**src/rtl/mem_arbiter.sv**
```systemverilog
// mem_arbiter: two-requester arbiter in front of a single memory_unit.
//
// Requester A (traversal) and B (execute) each present a request with a
// function code, two addresses and write data. One requester is granted,
// its fields are latched and issued to the memory_unit as a one-cycle
// execute. The arbiter then waits for the unit to drop and raise mem_ready
// again, captures the read data and pulses the owner's done.
//
// Ports
//   clk, rst                          clock, asynchronous active-low reset
//   req_*, func_*, addr1_*, addr2_*,
//   wdata_*, lock_*                   request fields per requester
//   gnt_a/b                           grant pulse; fields captured at the edge ending it
//   done_a/b                          completion pulse; rdata1/2 valid
//   rdata1, rdata2                    read data, held until the next completion
//   mem_func, mem_execute,
//   mem_address1/2, mem_write_data    memory_unit command port
//   mem_ready, mem_read_data1/2       memory_unit status and data
//   owner                             current or last grantee (0 = A, 1 = B)
//   busy                              high whenever not idle
//   timeout_err                       sticky; operation exceeded TIMEOUT_CYCLES

`ifndef MEMORY_ADDR_WIDTH
`define MEMORY_ADDR_WIDTH 16
`endif
`ifndef MEMORY_DATA_WIDTH
`define MEMORY_DATA_WIDTH 32
`endif

module mem_arbiter #(
  parameter int unsigned TIMEOUT_CYCLES = 255
) (
  input  logic                          clk,
  input  logic                          rst,
  input  logic                          req_a,
  input  logic [1:0]                    func_a,
  input  logic [`MEMORY_ADDR_WIDTH-1:0] addr1_a,
  input  logic [`MEMORY_ADDR_WIDTH-1:0] addr2_a,
  input  logic [`MEMORY_DATA_WIDTH-1:0] wdata_a,
  input  logic                          lock_a,
  input  logic                          req_b,
  input  logic [1:0]                    func_b,
  input  logic [`MEMORY_ADDR_WIDTH-1:0] addr1_b,
  input  logic [`MEMORY_ADDR_WIDTH-1:0] addr2_b,
  input  logic [`MEMORY_DATA_WIDTH-1:0] wdata_b,
  input  logic                          lock_b,
  output logic                          gnt_a,
  output logic                          gnt_b,
  output logic                          done_a,
  output logic                          done_b,
  output logic [`MEMORY_DATA_WIDTH-1:0] rdata1,
  output logic [`MEMORY_DATA_WIDTH-1:0] rdata2,
  output logic [1:0]                    mem_func,
  output logic                          mem_execute,
  output logic [`MEMORY_ADDR_WIDTH-1:0] mem_address1,
  output logic [`MEMORY_ADDR_WIDTH-1:0] mem_address2,
  output logic [`MEMORY_DATA_WIDTH-1:0] mem_write_data,
  input  logic                          mem_ready,
  input  logic [`MEMORY_DATA_WIDTH-1:0] mem_read_data1,
  input  logic [`MEMORY_DATA_WIDTH-1:0] mem_read_data2,
  output logic                          owner,
  output logic                          busy,
  output logic                          timeout_err
);

  localparam int unsigned AW = `MEMORY_ADDR_WIDTH;
  localparam int unsigned DW = `MEMORY_DATA_WIDTH;
  localparam int unsigned TW = ($clog2(TIMEOUT_CYCLES + 1) > 8) ? $clog2(TIMEOUT_CYCLES + 1) : 8;

  typedef enum logic [2:0] {IDLE, ISSUE, WAIT_BUSY, WAIT_DONE, ERR} state_t;

  state_t        state, state_nxt;
  logic          run;       // set at the first edge after reset release
  logic          ptr;       // round-robin favourite when both request (0 = A)
  logic          locked;    // owner kept the memory at its last done
  logic          pick_b;
  logic          grant;
  logic [TW-1:0] tmr;
  logic [TW-1:0] tmr_inc;
  logic          tmr_hit;
  logic [1:0]    func_q;
  logic [AW-1:0] addr1_q, addr2_q;
  logic [DW-1:0] wdata_q;

  assign tmr_inc = tmr + TW'(1);
  assign tmr_hit = (tmr_inc == TW'(TIMEOUT_CYCLES));

  // Grant is combinational so the request fields of this cycle are the
  // ones latched at its closing edge. It is suppressed in the done cycle
  // so every completion is followed by at least one idle cycle.
  always_comb begin
    pick_b = 1'b0;
    grant  = 1'b0;
    if (locked) begin
      pick_b = owner;
      grant  = owner ? req_b : req_a;
    end else if (req_a && req_b) begin
      pick_b = ptr;
      grant  = 1'b1;
    end else begin
      pick_b = req_b;
      grant  = req_a | req_b;
    end
    if (!(run && state == IDLE && mem_ready && !done_a && !done_b))
      grant = 1'b0;
  end

  assign gnt_a = grant & ~pick_b;
  assign gnt_b = grant & pick_b;

  always_comb begin
    state_nxt = state;
    case (state)
      IDLE:      if (grant) state_nxt = ISSUE;
      ISSUE:     state_nxt = WAIT_BUSY;
      WAIT_BUSY: if (tmr_hit) state_nxt = ERR;
                 else if (!mem_ready) state_nxt = WAIT_DONE;
      WAIT_DONE: if (mem_ready) state_nxt = IDLE;
                 else if (tmr_hit) state_nxt = ERR;
      ERR:       state_nxt = ERR;
      default:   state_nxt = IDLE;
    endcase
  end

  always_ff @(posedge clk or negedge rst) begin
    if (!rst) begin
      state       <= IDLE;
      run         <= 1'b0;
      ptr         <= 1'b0;
      locked      <= 1'b0;
      owner       <= 1'b0;
      tmr         <= '0;
      timeout_err <= 1'b0;
      done_a      <= 1'b0;
      done_b      <= 1'b0;
      rdata1      <= '0;
      rdata2      <= '0;
      func_q      <= '0;
      addr1_q     <= '0;
      addr2_q     <= '0;
      wdata_q     <= '0;
    end else begin
      state  <= state_nxt;
      run    <= 1'b1;
      done_a <= 1'b0;
      done_b <= 1'b0;
      case (state)
        IDLE: begin
          if (grant) begin
            owner   <= pick_b;
            func_q  <= pick_b ? func_b  : func_a;
            addr1_q <= pick_b ? addr1_b : addr1_a;
            addr2_q <= pick_b ? addr2_b : addr2_a;
            wdata_q <= pick_b ? wdata_b : wdata_a;
          end
        end
        ISSUE: tmr <= '0;
        WAIT_BUSY, WAIT_DONE: begin
          tmr <= tmr_inc;
          // Completion takes priority over a timeout on the same edge.
          if (state == WAIT_DONE && mem_ready) begin
            rdata1 <= mem_read_data1;
            rdata2 <= mem_read_data2;
            done_a <= ~owner;
            done_b <= owner;
            ptr    <= ~owner;
            locked <= owner ? lock_b : lock_a;
          end else if (tmr_hit) begin
            timeout_err <= 1'b1;
          end
        end
        default: ;
      endcase
    end
  end

  assign mem_execute    = (state == ISSUE);
  assign busy           = (state != IDLE);
  assign mem_func       = func_q;
  assign mem_address1   = addr1_q;
  assign mem_address2   = addr2_q;
  assign mem_write_data = wdata_q;

endmodule
```
**config.mk**
```make
export PLATFORM = sky130hd
export DESIGN_NAME = mem_arbiter
export DESIGN_NICKNAME = d
export VERILOG_FILES = /design/src/rtl/mem_arbiter.sv
export SDC_FILE = /design/constraint.sdc
export NUM_CORES = 1
export LEC_CHECK = 0
export ABC_AREA = 1
export ABC_CLOCK_PERIOD_IN_PS = 2200
export CAP_MARGIN = 20
export CELL_PAD_IN_SITES_DETAIL_PLACEMENT = 1
export CELL_PAD_IN_SITES_GLOBAL_PLACEMENT = 2
export CORE_ASPECT_RATIO = 2
export CORE_MARGIN = 3
export CORE_UTILIZATION = 21
export CTS_BUF_LIST = sky130_fd_sc_hd__clkbuf_16
export DETAILED_ROUTE_END_ITERATION = 16
export GPL_ROUTABILITY_DRIVEN = 1
export HOLD_SLACK_MARGIN = 0.15
export PLACE_DENSITY = 0.92
export SYNTH_ARGS = -nofsm -noshare
export SYNTH_HDL_FRONTEND = slang
export SYNTH_SLANG_ARGS = --single-unit
```
**constraint.sdc**
```tcl
create_clock -name clk -period 2.2 [get_ports clk]
set_input_delay 0.33 -clock clk [delete_from_list [all_inputs] [get_ports clk]]
set_output_delay 0.33 -clock clk [all_outputs]
set_load 0.005 [all_outputs]
```
==> results by group, run 1 <==
GRT
  – First-pass GRT wire length: 39.39 mm
  – Initial antenna violation count: 6
  – Number of global-route vias before repair: 6962
  – GRT Total Usage: 16.07%
  – Grt ovf: 0
  – Largest net degree at the start of global routing: 67

Timing
  – Max Freq: 484.3 MHz
  – Max transition margin: 49.30%
  – Hold WS: 374.6 ps
  – Setup TNS: 0 ps
  – Setup violators final: 0
  – Slew Limit Fails: 0
  – Worst-margin pin slew: 760.5 ps
  – Hold Violations, Final: 0
  – Setup ws final: 135.1 ps
  – Crit share post-route: 93.86%
  – Final Critical Period: 2065 ps
  – RSZ-0062 raised after global routing: no
  – Setup Skew: 10.77 ps

Clocking
  – CTS clk-pin slew, worst paths: 70 ps
  – Clk root buf: clkbuf_16
  – CTS tree: yes
  – Clock Path Buffers: 2
  – Clock sinks: 148
  – Clk_lat worst skew: 440 ps
  – Total CTS buffers: 17
  – H-tree depth: 4

Floorplan
  – Die Ht: 249.8 microns
  – Initial Utilization: 21.48%
  – # IOs: 341
  – Core area: 29070 sq um
  – Die area: 31960 sq um
  – Die Wd: 127.9 microns
  – Rows: 88

Drt
  – Pre-Repair DR Iteration Count: 4
  – Drt via density: 4.338
  – Total wire length: 25.64 mm
  – 1st-iter DRT viols: 169
  – Vias: 6399
  – Routed len/inst: 17.39 microns
  – DRC: 0
  – DRT antenna net count: 0

Placement
  – DP Cell Count: 1436
  – I/O Buffers: 340
  – GP Congestion: 0.7937
  – DP Wirelength: 19.16 mm
  – Pre-CTS setup slack: -109.3 ps
  – Area after DPL: 10090 sq um

Worst setup path
  – Largest delay share family, worst path: buffers and inverters
  – CP dominant cell by count: inv_2
  – R2R Setup Slk: 170 ps
  – RR Endpoint: state[1]
  – Reg-to-reg startpoint: tmr[1]
  – Critical Path AT: 1730 ps
  – Crit path kind: register to output pin
  – Sequence of cells on the critical path: nor2_4 > nand2_4 > inv_2 > nand3_4 > inv_2 > nand2_1 > inv_2 > dlygate4sd2_1
  – Crit path max fanout: 4
  – Crit end category: output pin
  – Worst path bufs/invs: 4
  – WP data required: 1870 ps
  – CP max stage delay: 430 ps
  – Slowest cell on the critical path: dfrtp_2
  – Reg2Reg Depth: 10
  – Crit start category: register

Cells and area
  – Final Non-Filler Cells: 1475
  – Area Overhead vs Synth: 72.00%
  – Most frequent cells in the layout: nand2_1, clkdlybuf4s50_1, dfrtp_1, nand3_1, inv_1
  – Fin util: 36.94%
  – Fin nets: 1303
  – Final Cell Area: 10740 sq um
  – Register area: 3706 sq um
  – FILL cells: 3398
  – Fraction of layout cells with a size suffix above 1: 5.761%
  – Area of the multi-input gates: 2265 sq um
  – Commonest non-fill, non-tap cell in the layout: nand2_1

Outcome
  – Outcome: complete, no violations

Pwr
  – Total Power: 12.96 mW
  – Max VDD drop: 0.5758 mV
  – PwrDens: 1207 nW/um^2
  – Lkg Pwr: 4.947 nW

Logic synthesis
  – Area leader, netlist: dfrtp_1
  – Mapped Cells: 755
  – Avg Synthesized Cell Area: 8.270 sq um
  – Yosys reg bits: 148
  – Syn nets: 960
  – Mapped Area: 6243 sq um
  – Post-synthesis cell type count: 27
  – Synth area leaders: dfrtp_1, nand2_1, nand3_1
  – Top-area cell type share of the netlist area: 59.32%
  – Ys Warns: 0
  – Sequential share of the synthesized area: 59.32%

Worst hold path
  – Min-Delay Path Class: input pin to async pin

Flow run
  – Max Cap Viol: 0
[layer usage]
| metal | vias to the layer above | part of all wire [%] | wire length [microns] | global-route usage (%) |
|---|---|---|---|---|
| li1 | 3039 | - | - | - |
| met1 | 3061 | 35 | 8929 | 16.07 |
| met2 | 238 | 54 | 13850 | 29.21 |
| met3 | 57 | 6.8 | 1754 | 5.055 |
| met4 | 4 | 4.2 | 1086 | 8.136 |
| met5 | - | 0.10 | 26 | 0 |
[cells by family (layout without fill, tap and decap cells)]
kind of cell	count (synthesis)	in the layout	synth area share, %
adder cells (fa/ha/maj)	2	2	0.4007
flip-flops	148	148	59.32
buffers and inverters	60	416	4.769
other	1	5	0.06006
AO/OA/AOI/OAI	19	19	1.703
AND/OR/NAND/NOR	525	525	33.75
[flip-flops by register name (all words and copies together), names as in the netlist, 2 cells and up]
register        flops
state               3
mem_func            2
rdata2             32
rdata1             32
tmr                 8
mem_address1       16
mem_address2       16
mem_write_data     32
[synth_stat cells]
cell	count
nor2_4	1
buf_2	10
clkbuf_1	9
nand3_1	76
a21oi_1	3
nor2_1	11
buf_6	1
o22ai_1	4
nand2_1	427
inv_1	19
dfrtp_1	148
nor2_2	1
nor3_1	2
inv_2	6
nand2_2	1
nand4_1	2
o21bai_1	1
nand3_2	2
nor3_2	1
or2_0	1
ha_1	2
o21ai_0	9
a31oi_1	1
conb_1	1
o211ai_1	1
buf_1	1
buf_4	14
[cell type report]
type	count	share of cell area, %
antenna	4	0.09321
clock buffer	17	3.961
timing repair buffer	359	33.75
multi-input combinational	547	21.09
sequential	148	34.51
tap	360	4.194
inverter	25	0.8738
clock inverter	15	1.526
[worst max-delay path by stage]
stage | start | endpoint | slack [ps] | depth (start not counted)
after floorplan | tmr[0] | state[1] | 650 | 11
after global placement | mem_ready | gnt_a | -100 | 8
after detailed placement | mem_ready | gnt_a | -110 | 8
after CTS | state[1] | mem_execute | 10 | 3
after global routing | tmr[1] | state[1] | 10 | 10
final | state[0] | gnt_a | 140 | 8
[report_power, final]
group | leakage (nW) | total (mW) | internal, mW | switching, mW
combinational | 2.79 | 5.34 | 3.08 | 2.25
clock | 0.288 | 2.99 | 1.77 | 1.22
sequential | 1.87 | 4.64 | 3.94 | 0.693
[timing repair]
action	in CTS	in global routing
pin swaps	1	0
buffers inserted	2	0
endpoints found under the setup margin	3	2
endpoints found under the hold margin	52	0
resized for setup	7	2
hold buffers	1	0
(Power assumes the default switching activity.)
==> run 2, diff against run 1 <==
--- a/config.mk
+++ b/config.mk
@@ -6,18 +6,18 @@
 export NUM_CORES = 1
 export LEC_CHECK = 0
 export ABC_AREA = 1
-export ABC_CLOCK_PERIOD_IN_PS = 2200
+export ABC_CLOCK_PERIOD_IN_PS = 1800
 export CAP_MARGIN = 20
 export CELL_PAD_IN_SITES_DETAIL_PLACEMENT = 1
 export CELL_PAD_IN_SITES_GLOBAL_PLACEMENT = 2
 export CORE_ASPECT_RATIO = 2
 export CORE_MARGIN = 3
-export CORE_UTILIZATION = 21
+export CORE_UTILIZATION = 19
 export CTS_BUF_LIST = sky130_fd_sc_hd__clkbuf_16
 export DETAILED_ROUTE_END_ITERATION = 16
 export GPL_ROUTABILITY_DRIVEN = 1
 export HOLD_SLACK_MARGIN = 0.15
-export PLACE_DENSITY = 0.92
+export PLACE_DENSITY = 0.89
 export SYNTH_ARGS = -nofsm -noshare
 export SYNTH_HDL_FRONTEND = slang
 export SYNTH_SLANG_ARGS = --single-unit
==> constraint.sdc (replaced) <==
create_clock -name clk -period 1.8 [get_ports clk]
set_input_delay 0.27 -clock clk [delete_from_list [all_inputs] [get_ports clk]]
set_output_delay 0.27 -clock clk [all_outputs]
set_load 0.005 [all_outputs]
==> run 2 against run 1 <==
Against the previous run:
- final cell count is 5.6% higher
- sequential share of layout area shrank 1.1 points
- clock power up 20%
- highest routed layer is now met4
- global-route usage fell by 1.2 points
- combinational power is 28% higher
- the flow now finishes with violations (setup timing)
- worst setup slack got worse by 180 ps
- clock skew up 3.5 ps
- die area up 10%
- largest power group unchanged
- via count is 0.86% higher
==> results by group, run 2 (same netlist as run 1, synthesis figures left out) <==
Placement
  – I/O Buffers: 340 (unchanged)
  – Area after DPL: 10280 sq um (+1.9%)
  – DP Wirelength: 19.80 mm (+3.4%)
  – GP Congestion: 0.8283 (+4.4%)

Timing
  – Setup TNS: -43.81 ps (-43.81 ps)
  – Crit share post-route: 102.4%
  – Setup violators final: 1 (+1)
  – Max Freq: 542.4 MHz
  – Max transition margin: 53.53% (+4.2 points)
  – Setup ws final: -43.81 ps (-179.0 ps)
  – RSZ-0062 raised after global routing: yes
  – Setup Skew: 14.31 ps (+3.547 ps)
  – Final Critical Period: 1844 ps
  – Slew Limit Fails: 0 (unchanged)
  – Hold Violations, Final: 0 (unchanged)
  – Worst-margin pin slew: 697.0 ps (-63.52 ps)

Drt
  – 1st-iter DRT viols: 226 (+34%)
  – Total wire length: 26.19 mm (+2.1%)
  – Pre-Repair DR Iteration Count: 4 (unchanged)
  – DRT antenna net count: 0 (unchanged)
  – DRC: 0 (unchanged)
  – Vias: 6454 (+0.86%)
  – Routed len/inst: 16.82 microns (-3.2%)
  – Drt via density: 4.145 (-4.5%)

Clocking
  – Clk root buf: clkbuf_16
  – H-tree depth: 4 (unchanged)
  – CTS tree: yes
  – Clk_lat worst skew: 440 ps (about the same)
  – Total CTS buffers: 17 (unchanged)
  – Clock Path Buffers: 2 (unchanged)
  – Clock sinks: 148 (unchanged)
  – CTS clk-pin slew, worst paths: 70 ps (about the same)

Worst setup path
  – Crit. Startpoint: done_b
  – Crit path kind: register to output pin
  – Reg-to-reg startpoint: done_b
  – Crit path max fanout: 4 (unchanged)
  – WP data required: 1530 ps (-340 ps)
  – Crit end category: output pin
  – Reg2Reg Depth: 6 (-4)
  – Crit start category: register
  – Critical Path AT: 1570 ps (-160 ps)

Outcome
  – Violated checks: setup timing
  – Outcome: finished with violations

Pwr
  – Lkg Pwr: 5.079 nW (+2.7%)
  – PwrDens: 1452 nW/um^2 (+20%)
  – Combinational share of power: 42.4% (+1.2 points)
  – Internal power: 10.80 mW (+23%)
  – NetSw: 5.302 mW (+27%)
  – Total Power: 16.10 mW (+24%)
  – Seq pwr share: 35.2% (-0.6 points)
  – Clk network pwr share: 22.4% (-0.7 points)
  – Max VDD drop: 0.7188 mV (+25%)
  – Sw Share: 32.93% (+0.78 points)

GRT
  – Largest net degree at the start of global routing: 67 (unchanged)
  – Initial antenna violation count: 2 (-4)
  – GRT Total Usage: 14.83% (-1.2 points)
  – First-pass GRT wire length: 40.07 mm (+1.7%)
  – Number of global-route vias before repair: 6971 (+0.13%)
  – Grt ovf: 0 (unchanged)

Cells and area
  – FILL cells: 3823 (+13%)
  – Fraction of layout cells with a size suffix above 1: 9.220% (+3.5 points)
  – Commonest non-fill, non-tap cell in the layout: nand2_1
  – Area Overhead vs Synth: 77.55%
  – Fin nets: 1321 (+1.4%)
  – Final Cell Area: 11090 sq um (+3.2%)
  – Most frequent cells in the layout: nand2_1, clkdlybuf4s50_1, dfrtp_1, nand3_1, buf_4

Floorplan
  – Die area: 35200 sq um (+10%)
  – # IOs: 341 (unchanged)
  – Die Ht: 262.4 microns (+5.0%)
  – Initial Utilization: 19.30% (-2.2 points)
  – Core area: 32350 sq um (+11%)
  – Die Wd: 134.2 microns (+4.9%)
  – Rows: 93 (+5.7%)

Worst hold path
  – Min-Delay Path Class: input pin to async pin

Flow run
  – Max Cap Viol: 0 (unchanged)
-- run 2: cell types whose count changed in the layout (fill, tap and decap cells not counted), sizes merged --
cell	delta
clkbuf	+2
clkinvlp	+1
buf	+19
inv	+4
clkinv	-5
dlymetal6s2s	+1
clkdlybuf4s50	-4
diode	-2
bufinv	-1
-- run 2: critical path, stage by stage, from the launching register on --
cell     delay (ps)
dfrtp_1         430
nor3_2          240
nand3_4         130
nor2_4          140
buf_6           100
buf_6           110
-- run 2: layout make-up --
cell class / instances / area (sq um) / share of cell area, %
clock inverter: 14 / 151.4 / 1.366
timing repair buffer: 377 / 3785 / 34.14
multi-input combinational: 547 / 2385 / 21.51
tap: 427 / 534.3 / 4.819
inverter: 25 / 96.34 / 0.8691
antenna: 2 / 5.005 / 0.04515
clock buffer: 17 / 425.4 / 3.837
sequential: 148 / 3704 / 33.41
-- run 2: power groups by stage --
stage          clock (mW)  sequential [mW]  combinational [mW]
4_1_cts              3.75             5.67                6.85
2_1_floorplan           0             5.77                2.06
3_5_place_dp            0             5.69                6.78
3_3_place_gp            0             5.65                6.62
5_1_grt              3.89             5.86                7.53
6_report             3.60             5.67                6.83
-- run 2: metal layers --
layer | wire, microns | GRT usage (%) | part of all wire, % | up-vias
li1 | - | - | - | 3064
met3 | 1677 | 4.195 | 6.4 | 50
met2 | 13800 | 26.25 | 53 | 241
met4 | 1128 | 8.182 | 4.3 | 0
met5 | 0 | 0 | 0 | -
met1 | 9591 | 15.59 | 37 | 3099
-- run 2: metrics by stage --
step | util [%] | std cells | worst slack (ps) | hold slack (ps)
6_report | 34.27 | 1557 | -43.81 | 321.9
5_1_grt | 34.27 | 1557 | -133.4 | 347.7
4_1_cts | 33.78 | 1551 | -103.3 | 313.9
3_5_place_dp | 31.79 | 1517 | -573.5 | 227.8
3_3_place_gp | 31.79 | 1517 | -466.2 | 229.8
2_1_floorplan | - | 755 | 246.4 | -25.59
-- run 2: final timing paths --
path                                       to  slack (ps)
min reg2reg                       timeout_err         480
max in group asynchronous     mem_address2[6]         850
max                                     gnt_b         -40
min                           mem_address2[0]         320
min in group clk                    rdata2[3]         360
max reg2reg                mem_write_data[17]          80
-- run 2: repair_timing --
item                                   4_1_cts  5_1_grt
endpoints found under the hold margin       43        0
pin swaps                                    3       11
setup buffers                                2        4
setup endpoints to repair                   74       76
resized for setup                           27       34
hold buffers                                 1        0
==> variant, RTL diff (settings of run 2) <==
The macro `MEMORY_ADDR_WIDTH` goes from 16 to 14.
--- a/src/rtl/mem_arbiter.sv
+++ b/src/rtl/mem_arbiter.sv
@@ -23,3 +23,3 @@
 `ifndef MEMORY_ADDR_WIDTH
-`define MEMORY_ADDR_WIDTH 16
+`define MEMORY_ADDR_WIDTH 14
 `endif
Ports: changed (6 resized); port bits go from 341 to 329. No check against the original RTL was run, so the function may have changed too.
==> variant against run 2 <==
The flow still finishes with violations (setup timing). Power decreased by 3.0%. Area after synthesis decreased by 4.3%. Setup slack improved by 0.0024 ns. Wire length decreased by 1.0%. Largest power group unchanged. Sequential cell count decreased by 4. Worst hold slack got worse by 0.0019 ns. Largest cell class unchanged. Design area decreased by 2.2%. Sequential share of layout area decreased by 0.16 points. Critical path type unchanged.
==> variant: results (changes against run 2) <==
Status: finished with violations
Violated checks: setup timing
Placement Cell Area: 9950 sq um (-3.2%)
Final #Nets: 1230 (-6.9%)
Top cells by count, synth: nand2_1, dfrtp_1, a22oi_1, inv_1, buf_2
Synthesized Nets: 870 (-9.4%)
Crit path largest cell delay: 0.41 ns (-0.02 ns)
Antenna violations before repair: 6 (+4)
Number of global-route vias before repair: 6664 (-4.4%)
First-pass GRT wire length: 38.5 mm (-4.0%)
CP max stage cell: dfrtp_1
Cells on worst reg2reg path: 9 (+3)
Pre-CTS setup slack: -0.368 ns (+0.206 ns)
Ys flop type: dfrtp_1
Critical R2R Capture: mem_write_data[30]
Via count: 6093 (-5.6%)
Hold WS: 0.320 ns (-0.00191 ns)
LEAKAGE: 4.95 nW (-2.5%)
Peak supply drop: 0.645 mV (-10%)
Starting DRC count in detailed routing: 186 (-18%)
Max-slew headroom: 65.3% (+12 points)
Final Worst Setup Slack: -0.0414 ns (+0.00239 ns)
CTS Buf Count: 17 (unchanged)
Crit path arrival time: 1.57 ns (about the same)
Root Buffer: clkbuf_16
CP max FO: 2 (-2)
DRT Wirelength: 25.9 mm (-1.0%)
Sequential share of the synthesized area: 60.3% (+0.97 points)
Layout cells sized above 1: 10.7% (+1.5 points)
Setup Viol. Count Final: 24 (+23)
DP HPWL: 19.0 mm (-4.2%)
H-tree depth: 4 (unchanged)
Critical R2R Launch: state[1]
Port Buffers: 328 (-3.5%)
Fin Clk Skew: 0.0144 ns (+0.0000512 ns)
Final RePlAce weighted congestion: 0.807 (-2.5%)
Largest cells by area after synthesis: dfrtp_1, nand2_1, a22oi_1
Critical path's most frequent cell: inv_2
Netlist cell types: 26 (-3.7%)
GRT Util Overall: 14.8% (about the same)
Largest net degree at the start of global routing: 64 (-4.5%)
HP Class: in2async
Flop2flop setup slack: -0.03 ns (-0.11 ns)
Ys Warns: 0 (unchanged)
Clk_lat worst skew: 0.43 ns
Setup TNS: -0.538 ns (-0.494 ns)
==> variant: cell count changes in the layout (fill, tap and decap cells not counted), moves of 3 or more <==
cell,run 2,this run
a22oi_1,0,52
buf_4,26,33
a22oi_2,0,9
diode_2,2,5
nand3_1,72,9
nand2_1,420,348
o21ai_1,2,5
clkdlybuf4s50_1,332,323
dfrtp_1,148,143
==> variant: metal layers <==
metal / routed length [microns] / global-route usage, %
met1: 8690 / 14.3
met3: 1130 / 3.55
met5: 11 / 0
met2: 15000 / 28.4
met4: 1060 / 8.38
==> variant: worst max path at each step <==
stage	startpoint	cells after the start	end	slack [ns]
3_5_place_dp	mem_ready	6	gnt_b	-0.37
3_3_place_gp	req_a	7	gnt_a	-0.37
2_1_floorplan	tmr[0]	11	state[1]	0.24
6_report	state[1]	6	gnt_b	-0.04
4_1_cts	state[0]	6	gnt_b	-0.15
5_1_grt	locked	9	mem_write_data[14]	-0.19
==> variant: layout make-up <==
type	count	area [sq um]
multi-input cells	472	2220
fillers	3636	20100
well taps	418	523
flip-flops and latches	144	3600
inverters	25	93.8
clock inverters	15	193
repair buffers	373	3770
clock buffers	17	425
diodes	5	12.5
==> variant: cell families after synthesis <==
logic type / after synthesis / synth area share [%]
and+or+nand+nor: 387 / 25.4
DFF: 144 / 60.3
AOI/OAI and AO/OA: 82 / 9.59
buffers and inverters: 57 / 4.29
adders and majority gates: 2 / 0.419
other: 1 / 0.0627
==> variant: through the flow <==
stage | cells | utilization (%)
after floorplan | 673 | -
after global placement | 1419 | 32.1
after detailed placement | 1419 | 32.1
after CTS | 1455 | 34.4
after global routing | 1469 | 35.0
final | 1469 | 35.0
==> variant: report_power, final <==
part	switching [W]	internal (W)	leakage, nW
Combinational	0.00271	0.00375	2.82
Sequential	0.000781	0.00459	1.83
Clock	0.00147	0.00232	0.304
Total	0.00497	0.0107	4.95
==> variant: what timing repair did <==
item,in CTS,in global routing
setup buffers,2,7
hold buffers,1,0
gates resized for setup,18,22
cloned,1,2
hold endpoints to repair,128,0
pin swaps,3,9
setup endpoints to repair,56,60
